===== src/rtl/pid_secuenciador.sv =====
// pid_secuenciador: time-multiplexed PID controller.
// A single signed multiplier and accumulator evaluate the P, I and D terms
// on three consecutive cycles after each accepted sample strobe. The sum is
// then registered as the control output.
// Optional build macro: PID_SAT_EN. When it is defined, the output saturates
// and the integrator clamps (anti-windup). When it is undefined, both wrap.
module pid_secuenciador #(
   parameter int unsigned W    = 19,
   parameter int unsigned FRAC = 8
) (
   input  logic                CLK,
   input  logic                Reset,
   input  logic                Start,
   input  logic signed [W-1:0] e,
   input  logic signed [W-1:0] Kp,
   input  logic signed [W-1:0] Ki,
   input  logic signed [W-1:0] Kd,
   output logic signed [W-1:0] u,
   output logic                Busy,
   output logic                Done
);

   localparam int unsigned AW = W + 3;   // accumulator
   localparam int unsigned IW = W + 4;   // integrator
   localparam int unsigned DW = W + 1;   // error difference
   localparam int unsigned BW = W + 4;   // multiplier operand B (widest: integrator)
   localparam int unsigned PW = W + BW;  // full-precision product
`ifdef PID_SAT_EN
   localparam int unsigned SW = AW + 1;  // output pre-fit sum
`endif

   typedef enum logic [1:0] {
      IDLE  = 2'd0,
      MUL_P = 2'd1,
      MUL_I = 2'd2,
      MUL_D = 2'd3
   } state_t;

   state_t state_q, state_d;

   logic signed [W-1:0]  e_cur_q, e_cur_d;
   logic signed [W-1:0]  e_prev_q, e_prev_d;
   logic signed [IW-1:0] integ_q, integ_d;
   logic signed [AW-1:0] acc_q, acc_d;
   logic signed [W-1:0]  u_d;
   logic                 done_d;
   logic                 busy_d;

   logic signed [DW-1:0] diff;
   logic signed [IW-1:0] integ_n;
   logic signed [W-1:0]  mul_a;
   logic signed [BW-1:0] mul_b;
   logic signed [PW-1:0] prod;
   logic signed [AW-1:0] term;
   logic signed [W-1:0]  fit_out;
`ifdef PID_SAT_EN
   logic signed [IW-1:0] integ_sum;
   logic signed [SW-1:0] out_sum;
`endif

   // Datapath: error difference, next integrator value, shared multiplier and output fit
   always_comb begin
      diff = DW'(e_cur_q) - DW'(e_prev_q);

`ifdef PID_SAT_EN
      integ_sum = integ_q + IW'(e_cur_q);
      if (!integ_sum[IW-1] && (|integ_sum[IW-1:W-1])) begin
         integ_n = {{(IW-W+1){1'b0}}, {(W-1){1'b1}}};
      end else if (integ_sum[IW-1] && !(&integ_sum[IW-1:W-1])) begin
         integ_n = {{(IW-W+1){1'b1}}, {(W-1){1'b0}}};
      end else begin
         integ_n = integ_sum;
      end
`else
      integ_n = integ_q + IW'(e_cur_q);
`endif

      mul_a = '0;
      mul_b = '0;
      case (state_q)
         MUL_P: begin
            mul_a = Kp;
            mul_b = BW'(e_cur_q);
         end
         MUL_I: begin
            mul_a = Ki;
            mul_b = integ_n;
         end
         MUL_D: begin
            mul_a = Kd;
            mul_b = BW'(diff);
         end
         default: begin
            mul_a = '0;
            mul_b = '0;
         end
      endcase

      prod = PW'(mul_a) * PW'(mul_b);
      term = AW'(prod >>> FRAC);

`ifdef PID_SAT_EN
      out_sum = SW'(acc_q) + SW'(term);
      if (!out_sum[SW-1] && (|out_sum[SW-1:W-1])) begin
         fit_out = {1'b0, {(W-1){1'b1}}};
      end else if (out_sum[SW-1] && !(&out_sum[SW-1:W-1])) begin
         fit_out = {1'b1, {(W-1){1'b0}}};
      end else begin
         fit_out = out_sum[W-1:0];
      end
`else
      fit_out = W'(acc_q + term);
`endif
   end

   // Next-state and register-update decode for the IDLE -> P -> I -> D sequence
   always_comb begin
      state_d  = state_q;
      e_cur_d  = e_cur_q;
      e_prev_d = e_prev_q;
      integ_d  = integ_q;
      acc_d    = acc_q;
      u_d      = u;
      done_d   = 1'b0;

      case (state_q)
         IDLE: begin
            if (Start) begin
               e_cur_d = e;
               state_d = MUL_P;
            end
         end
         MUL_P: begin
            acc_d   = term;
            state_d = MUL_I;
         end
         MUL_I: begin
            integ_d = integ_n;
            acc_d   = acc_q + term;
            state_d = MUL_D;
         end
         MUL_D: begin
            u_d      = fit_out;
            e_prev_d = e_cur_q;
            done_d   = 1'b1;
            state_d  = IDLE;
         end
         default: begin
            state_d = IDLE;
         end
      endcase

      busy_d = (state_d != IDLE);
   end

   // State and datapath registers; reset aborts any sequence in flight
   always_ff @(posedge CLK or negedge Reset) begin
      if (!Reset) begin
         state_q  <= IDLE;
         e_cur_q  <= '0;
         e_prev_q <= '0;
         integ_q  <= '0;
         acc_q    <= '0;
         u        <= '0;
         Done     <= 1'b0;
         Busy     <= 1'b0;
      end else begin
         state_q  <= state_d;
         e_cur_q  <= e_cur_d;
         e_prev_q <= e_prev_d;
         integ_q  <= integ_d;
         acc_q    <= acc_d;
         u        <= u_d;
         Done     <= done_d;
         Busy     <= busy_d;
      end
   end

endmodule


===== config.mk =====
export PLATFORM = sky130hd
export DESIGN_NAME = pid_secuenciador
export DESIGN_NICKNAME = d
export VERILOG_FILES = /design/src/rtl/pid_secuenciador.sv
export SDC_FILE = /design/constraint.sdc
export NUM_CORES = 1
export LEC_CHECK = 0
export ABC_AREA = 1
export CORE_MARGIN = 3
export CORE_UTILIZATION = 35
export DETAILED_ROUTE_END_ITERATION = 10
export SYNTH_ARGS = -nofsm -noshare
export SYNTH_HDL_FRONTEND = slang
export SYNTH_SLANG_ARGS = --single-unit
export TNS_END_PERCENT = 1

===== constraint.sdc =====
create_clock -name CLK -period 16.4 [get_ports CLK]
set_input_delay 3.28 -clock CLK [delete_from_list [all_inputs] [get_ports CLK]]
set_output_delay 3.28 -clock CLK [all_outputs]
set_load 0.01 [all_outputs]

### Yosys cells after proc, flatten, opt, wreduce, memory -nomap -nowiden

Index checks and enable logic that the tools add are counted.

* register bits: 106
* input port bits: 79
* output and inout port bits: 21
* word-level logic and storage cells: 25

* $add $sub $neg: 3
* $mul: 1
* eq/ne operators: 3
* mux-type cells: 6
* reduce and logical (&&, ||, !) cells: 4

Operators by type and width (number)
* 23-bit case mux with 3 select lines: 1
* 19-bit case mux with 3 select lines: 1
* 22-bit case mux with 2 select lines: 1
* 19-bit by 23-bit multiplier with 30-bit output: 1
* 23-bit by 19-bit adder with 23-bit output: 1
* 22-bit adder: 1
* 19-bit by 19-bit subtractor with 20-bit output: 1
* 2-bit case mux with 4 select lines: 1
* 2-bit equality test (second input constant): 2
* 2-bit nonzero test: 2
* 2-bit by 1-bit equality test with 1-bit output (second input constant): 1
* 2-bit zero test: 1
* 2-bit two-way mux: 1
* 2-bit AND reduction: 1
* 1-bit two-way mux: 1

### Depth between registers and ports, before layout

Gate-level depths: netlist (run 1).

* depth in word-level cells: 5
* gate-level depth with buffers: 54
* mapped depth without buffers: 54

### Worst setup path before layout (run 1)

OpenSTA, ideal clock, no wires.

* path type: input -> register
* start point: input port Kd[3]
* end point: register acc_q[17]
* library setup time: 0.117 ns
* arrival time: 10.573 ns
* required time: 16.283 ns
* setup slack: 5.709 ns
* cell stages on the path: 45
* buffers on the path: 1
* cell sequence: nand2_1 -> nand3_1 -> nand2_1 -> inv_1 -> clkbuf_1 -> nand2_1 -> fa_1 -> inv_1 -> fa_1 -> fa_1 -> inv_1 -> fa_1 -> inv_1 -> ha_1 -> inv_1 -> fa_1 -> inv_1 -> ha_1 -> [9 not listed] -> nand2_1 -> inv_1 -> a21oi_1 -> nand2_1 -> a21oi_1 -> o21bai_1 -> a21boi_0 -> o21ai_0 -> nand2_1 -> nand2_1 -> a21oi_1 -> nor2_1 -> o21ai_0 -> nand2_1 -> nand2_1 -> nand3_1 -> nand3_1 -> nand2_1

* word-level cells in the longest chain between the ends: 4

RTL lines
* start, declared: RTL line 17 `input logic signed [W-1:0] Kd,`
* 19-bit case mux with 3 select lines (*): RTL line 80 `case (state_q)`
* 19-bit by 23-bit multiplier with 30-bit output (*): RTL line 99 `prod = PW'(mul_a) * PW'(mul_b);`
* 22-bit adder: RTL line 139 `acc_d = acc_q + term;`
* 22-bit case mux with 2 select lines (*): RTL line 126 `case (state_q)`
* end signal, assigned: RTL line 163 `acc_q <= '0;`
* end signal, assigned: RTL line 172 `acc_q <= acc_d;`
* end, declared: RTL line 44 `logic signed [AW-1:0] acc_q, acc_d;`

Mark *: on every way between the ends. The rest lies on a longest branch, timed or not.
A chain may end at the register's enable or synchronous reset.

### Worst setup path after layout (run 1)

* start point: input port Ki[3]
* end point: register acc_q[16]

* word-level cells in the longest chain between the ends: 4

RTL lines
* start, declared: RTL line 16 `input logic signed [W-1:0] Ki,`
* 19-bit case mux with 3 select lines (*): RTL line 80
* 19-bit by 23-bit multiplier with 30-bit output (*): RTL line 99
* 22-bit adder: RTL line 139
* 22-bit case mux with 2 select lines (*): RTL line 126

Marked as above.

==> results of run 1 <==
==> how the worst min path moves through the flow <==
stage / from / endpoint / slack, ns / cells past startpoint
after floorplan: integ_q[0] / integ_q[0] / 0.45 / 2
after global placement: integ_q[0] / integ_q[0] / 0.46 / 2
after detailed placement: u[2] / u[2] / 0.47 / 2
after CTS: u[2] / u[2] / 0.49 / 2
after global routing: u[2] / u[2] / 0.50 / 2
final: u[2] / u[2] / 0.48 / 2
==> logic make-up (layout without fill, tap and decap cells) <==
kind of cell,count (synthesis),count (layout)
flip-flops,103,103
XOR/XNOR,42,42
multiplexers,17,17
AO/OA/AOI/OAI,199,199
AND/OR/NAND/NOR,1154,1154
adder cells (fa/ha/maj),412,412
buffers and inverters,661,714
==> area by class of cell <==
| cell class | count | area share, % |
|---|---|---|
| Clock buffer | 9 | 1.09 |
| Clock inverter | 7 | 0.298 |
| Inverter | 587 | 10.7 |
| Multi-Input combinational cell | 1824 | 66.0 |
| Sequential cell | 103 | 12.5 |
| Tap cell | 680 | 4.13 |
| Timing Repair Buffer | 111 | 5.24 |
==> sequential cells by signal, summed over array words and instances, names as in the netlist <==
name      count
e_prev_q     19
state_q       2
u            19
integ_q      23
Done          1
e_cur_q      19
acc_q        19
Busy          1
==> through the flow <==
step                      cell area, um^2  hold WS (ns)  std cells  worst slack [ns]  util, %
after floorplan                     18700         0.446       2588              5.71        -
after global placement              20300         0.463       3305              4.21     39.0
after detailed placement            20300         0.466       3305              4.17     39.0
after CTS                           20600         0.487       3321              4.50     39.6
after global routing                20600         0.497       3321              3.85     39.6
final                               20600         0.481       3321              4.44     39.6
==> worst reg2reg max path: cells and delay by family, from the launching register on <==
kind | cells | cell delay [ns]
AOI/OAI and AO/OA | 12 | 2.41
adders and majority gates | 10 | 3.95
DFF | 1 | 0.42
and+or+nand+nor | 15 | 2.27
buffers and inverters | 10 | 1.69
==> cells in the final DEF, fill, tap and decap left out, types with 9 or more instances in the layout <==
cell type / instances
nand2_1: 859
inv_1: 575
fa_1: 262
ha_1: 147
nand3_1: 125
dfrtp_1: 103
clkdlybuf4s50_1: 98
nor2_1: 91
a21oi_1: 78
o21ai_0: 75
xor2_1: 25
nand4_1: 21
xnor2_1: 17
mux2_2: 17
nand3b_1: 15
buf_4: 13
nand3_2: 12
clkinv_1: 9
clkbuf_16: 9
==> layer usage <==
layer / GRT usage, % / up-vias / share of wire, %
met5: 0 / - / 0
met4: 4.78 / 0 / 2.3
met3: 2.78 / 88 / 6.4
met2: 33.1 / 521 / 46
met1: 28.5 / 8031 / 45
li1: - / 7837 / -
==> metrics, run 1 <==
status completed; WP depth 42; TritonCTS clock tree done; Clock transition at path regs 0.08 ns; diode count 0; mux cell area share after synthesis 1.03%; Crit Path Class in2reg; number of synthesized flops with an enable pin 0; Sink Count 103; Synth Register Bits 103; max cap viols 0; port bufs 99; setup TNS 0 ns; postcts setup bufs 0; H-Tree Depth 3; largest net degree at the start of global routing 59; dpl hpwl 44200 um; DRT iter0 DRCs 1299; antenna viol nets, final 0; Cells after Synth 2588; largest area contributor in the netlist fa_1; unrepaired setup endpoints after global routing no; most frequent cell after synthesis nand2_1; worst r2r path cells 47; Synth Area in Simple Gates 25.5%; clk buf depth 2; Synth Area in Compound Gates 6.13%; Vias/cell 4.96; die area 56100 um^2; CP delay by family, top adder cells; Setup violations, final 0; Avg Inst Size Synth 7.21 um^2; Initial Util 35.9%; die height 237 um; Slew @ Worst Pin 1.24 ns; DRC violations left 0; hold-fix buffer count after cts 0; fin crit period 11.96 ns; area occupied by registers 2580 um^2; Setup Skew 0.0152 ns; predominant post-synthesis flop cell dfrtp_1; via count of the first global-routing pass 16.8k; global-route wire length before repair 91300 um; die width 237 um; crit-path max cell delay 0.58 ns; Warnings, synthesis 0; Seq/Total Area, Yosys 13.8%; Core ar. 52000 um^2; Cell Rows 83; crit share post-route 72.9%; reg2reg start state_q[0]; dominant cells by area after synthesis fa_1 (28%), nand2_1 (17%), dfrtp_1 (14%); r2r setup slk 5.58 ns; vias 16.5k; worst path bufs/invs 8; Area Overhead vs Synth 10.4%; largest family of logic cells by synthesized area adder cells; min-delay worst type reg2reg; Post-synth top cells nand2_1 (859), inv_1 (575), fa_1 (262); Layout Nets 3127; asr flop ratio synth 100%; Synth top area share 28.1%; CTS buffer count 9; Reg-to-Reg End acc_q[17]; Final Max Tran Viols 0; xor/xnor share of the synthesized area 1.97%; GRT Total Usage 20.3%; Data required, critical path 16.67 ns; Critical Path AT 12.23 ns; post-synthesis cell area 18700 um^2; area of the multi-input gates 13600 um^2; Crit Path Max Fanout 23; Synth cell types 50; DR pass1 iterations 8; post-synth net total 3079; fmax 83.6 MHz; share of layout cells above drive strength 1 3.22%; most used cell, CP nand2_1; worst setup path end acc_q[16]; Gates resized, CTS repair 0; Clock Latency Late Sink 0.38 ns; Slew HR 16.9%; DRT Wirelength 55500 um; Fill cells 5340; RD Place Congestion 0.924; wire length per cell 16.7 um; Critical path origin Ki[3]; Worst Setup End Kind flop; # IOs 100; CP Launch Type primary input; antenna violations before repair 0; CTS root buf clkbuf_16; GRT Residual Overflow 0; slowest stage cell, crit path fa_1; count of final hold-check violations 0; Adder-Cell Fraction of Synth Area 38.2%
Power of run 1 is left out: the tool's default activity adds up to more than one toggle a clock period on the data nets, which glitch-free logic cannot reach.
==> run 2: changes to the inputs <==
Clock period 16.4 ns to 10.5 ns, I/O delays scaled along.
==> run 2 against run 1 <==
Against the previous run: via count up 1.8%; sequential cell count unchanged; setup slack worse by 3.9 ns; cell count up 2.0%; routed wire length up 1.7%; die area unchanged; cell area up 3.2%.
==> metrics, run 2 (same netlist as run 1, synthesis figures left out) <==
status completed; Finished Layout Cells 3388 (+2.0%); most frequent cells in the layout nand2_1 (859), inv_1 (571), fa_1 (262); wire length per cell 16.7 um (-0.29%); fmax 100 MHz; Crit Path Class in2reg; port bufs 99 (unchanged); Initial Util 35.9% (unchanged); crit-path max cell delay 0.54 ns (-0.04 ns); Data required, critical path 10.73 ns (-5.94 ns); Area Overhead vs Synth 13.9%; dpl hpwl 46600 um (+5.6%); # IOs 100 (unchanged); Critical Path AT 10.24 ns (-1.99 ns); CP Launch Type primary input; Crit Path Max Fanout 14 (-39%); slowest stage cell, crit path fa_1; Sink Count 103 (unchanged); vias 16.8k (+1.8%); die width 237 um (unchanged); DRT Wirelength 56400 um (+1.7%); Final Cell Area 21300 um^2 (+3.2%); count of final hold-check violations 0 (unchanged); largest net degree at the start of global routing 77 (+31%); Clock Latency Late Sink 0.38 ns (about the same); max cap viols 0 (unchanged); via count of the first global-routing pass 17.2k (+2.4%); Worst Slack Setup Final 0.495 ns (-3.95 ns); DR pass1 iterations 5 (-3); Worst Setup End Kind flop; Placed Instances 3368 (+1.9%); Clock transition at path regs 0.07 ns (about the same); Core ar. 52000 um^2 (unchanged); CTS buffer count 9 (unchanged); global-route wire length before repair 92700 um (+1.5%); Setup Skew 0.0106 ns (-0.00457 ns); Layout Nets 3195 (+2.2%); crit share post-route 95.3%; clk buf depth 2 (unchanged); Slew @ Worst Pin 1.08 ns (-0.165 ns); Vias/cell 4.95 (-0.25%); GRT Residual Overflow 0 (unchanged); number of flip-flops in the largest register 23 (unchanged); GRT Total Usage 20.6% (+0.34 points); Largest Register integ_q; most used cell, CP nand2_1; RD Place Congestion 0.976 (+5.6%); area occupied by registers 2580 um^2 (unchanged); CTS root buf clkbuf_16; antenna viol nets, final 0 (unchanged); DRC violations left 0 (unchanged); Final Max Tran Viols 0 (unchanged); die height 237 um (unchanged); H-Tree Depth 3 (unchanged); Cell Rows 83 (unchanged); unrepaired setup endpoints after global routing no; most common cell after layout, fill and taps aside nand2_1; diode count 0 (unchanged); antenna violations before repair 0 (unchanged); TritonCTS clock tree done; area of the multi-input gates 13600 um^2 (+0.36%); Placement Cell Area 20800 um^2 (+2.5%); DRT iter0 DRCs 1096 (-16%); Fill cells 5345 (+0.094%); Setup violations, final 0 (unchanged); Layout Utilization 40.9% (+1.3 points); die area 56100 um^2 (unchanged); Setup WS pre-CTS -0.0109 ns (-4.18 ns); share of layout cells above drive strength 1 6.20% (+3.0 points); fin crit period 10.00 ns; Slew HR 27.8% (+11 points); hold-fix buffer count after cts 0 (unchanged); min-delay worst type reg2reg
run 2: cell count changes in the layout (fill, tap and decap cells not counted), sizes merged:
cell and delta:
buf +67, bufinv +3, inv -6, clkinv -2, clkbuf +2, clkinvlp +3
run 2: worst max-delay path: cells and delay by family:
family                     cells  cell delay, ns
xor gates and xnor gates       2            0.43
buffers and inverters         12            1.54
adders and majority gates      9            4.07
AOI/OAI and AO/OA              6            0.84
and+or+nand+nor               14            1.25
run 2: area by class of cell:
type	count	share of cell area, %
Inverter	587	10.4
Sequential cell	103	12.1
Timing Repair Buffer	179	7.62
Clock buffer	10	1.12
Tap cell	680	4.00
Multi-Input combinational cell	1824	64.2
Clock inverter	5	0.500
run 2: per-stage QoR:
| step | hold slack [ns] | setup TNS [ns] |
|---|---|---|
| finish | 0.481 | 0 |
| global route | 0.508 | 0 |
| CTS | 0.485 | 0 |
| detailed placement | 0.467 | -0.0109 |
| global placement | 0.460 | 0 |
| floorplan | 0.446 | 0 |
run 2: routing by layer:
| layer | wire length, um | track usage (%) | vias to the layer above | share of wire, % |
|---|---|---|---|---|
| li1 | - | - | 7967 | - |
| met1 | 25000 | 28.4 | 8215 | 44 |
| met2 | 26900 | 34.9 | 521 | 48 |
| met3 | 3380 | 2.55 | 65 | 6.0 |
| met4 | 1090 | 4.10 | 0 | 1.9 |
| met5 | 0 | 0 | - | 0 |
run 2: worst paths after layout:
check / from / to / slack, ns / depth (start not counted)
setup / recovery: Kd[2] / u[16] / 0.50 / 43
hold reg to reg: integ_q[0] / integ_q[0] / 0.48 / 2
max in group asynchronous: Reset / e_prev_q[16] / 7.50 / 2
hold / removal: integ_q[0] / integ_q[0] / 0.48 / 2
min in group asynchronous: Reset / u[8] / 1.63 / 1
setup reg to reg: e_cur_q[0] / u[16] / 0.78 / 48
run 2: what timing repair did:
action | 4_1_cts | 5_1_grt
resized for setup | 0 | 21
buffers inserted | 0 | 5
endpoints found under the setup margin | 0 | 9
Power of run 2 is left out for the same reason.
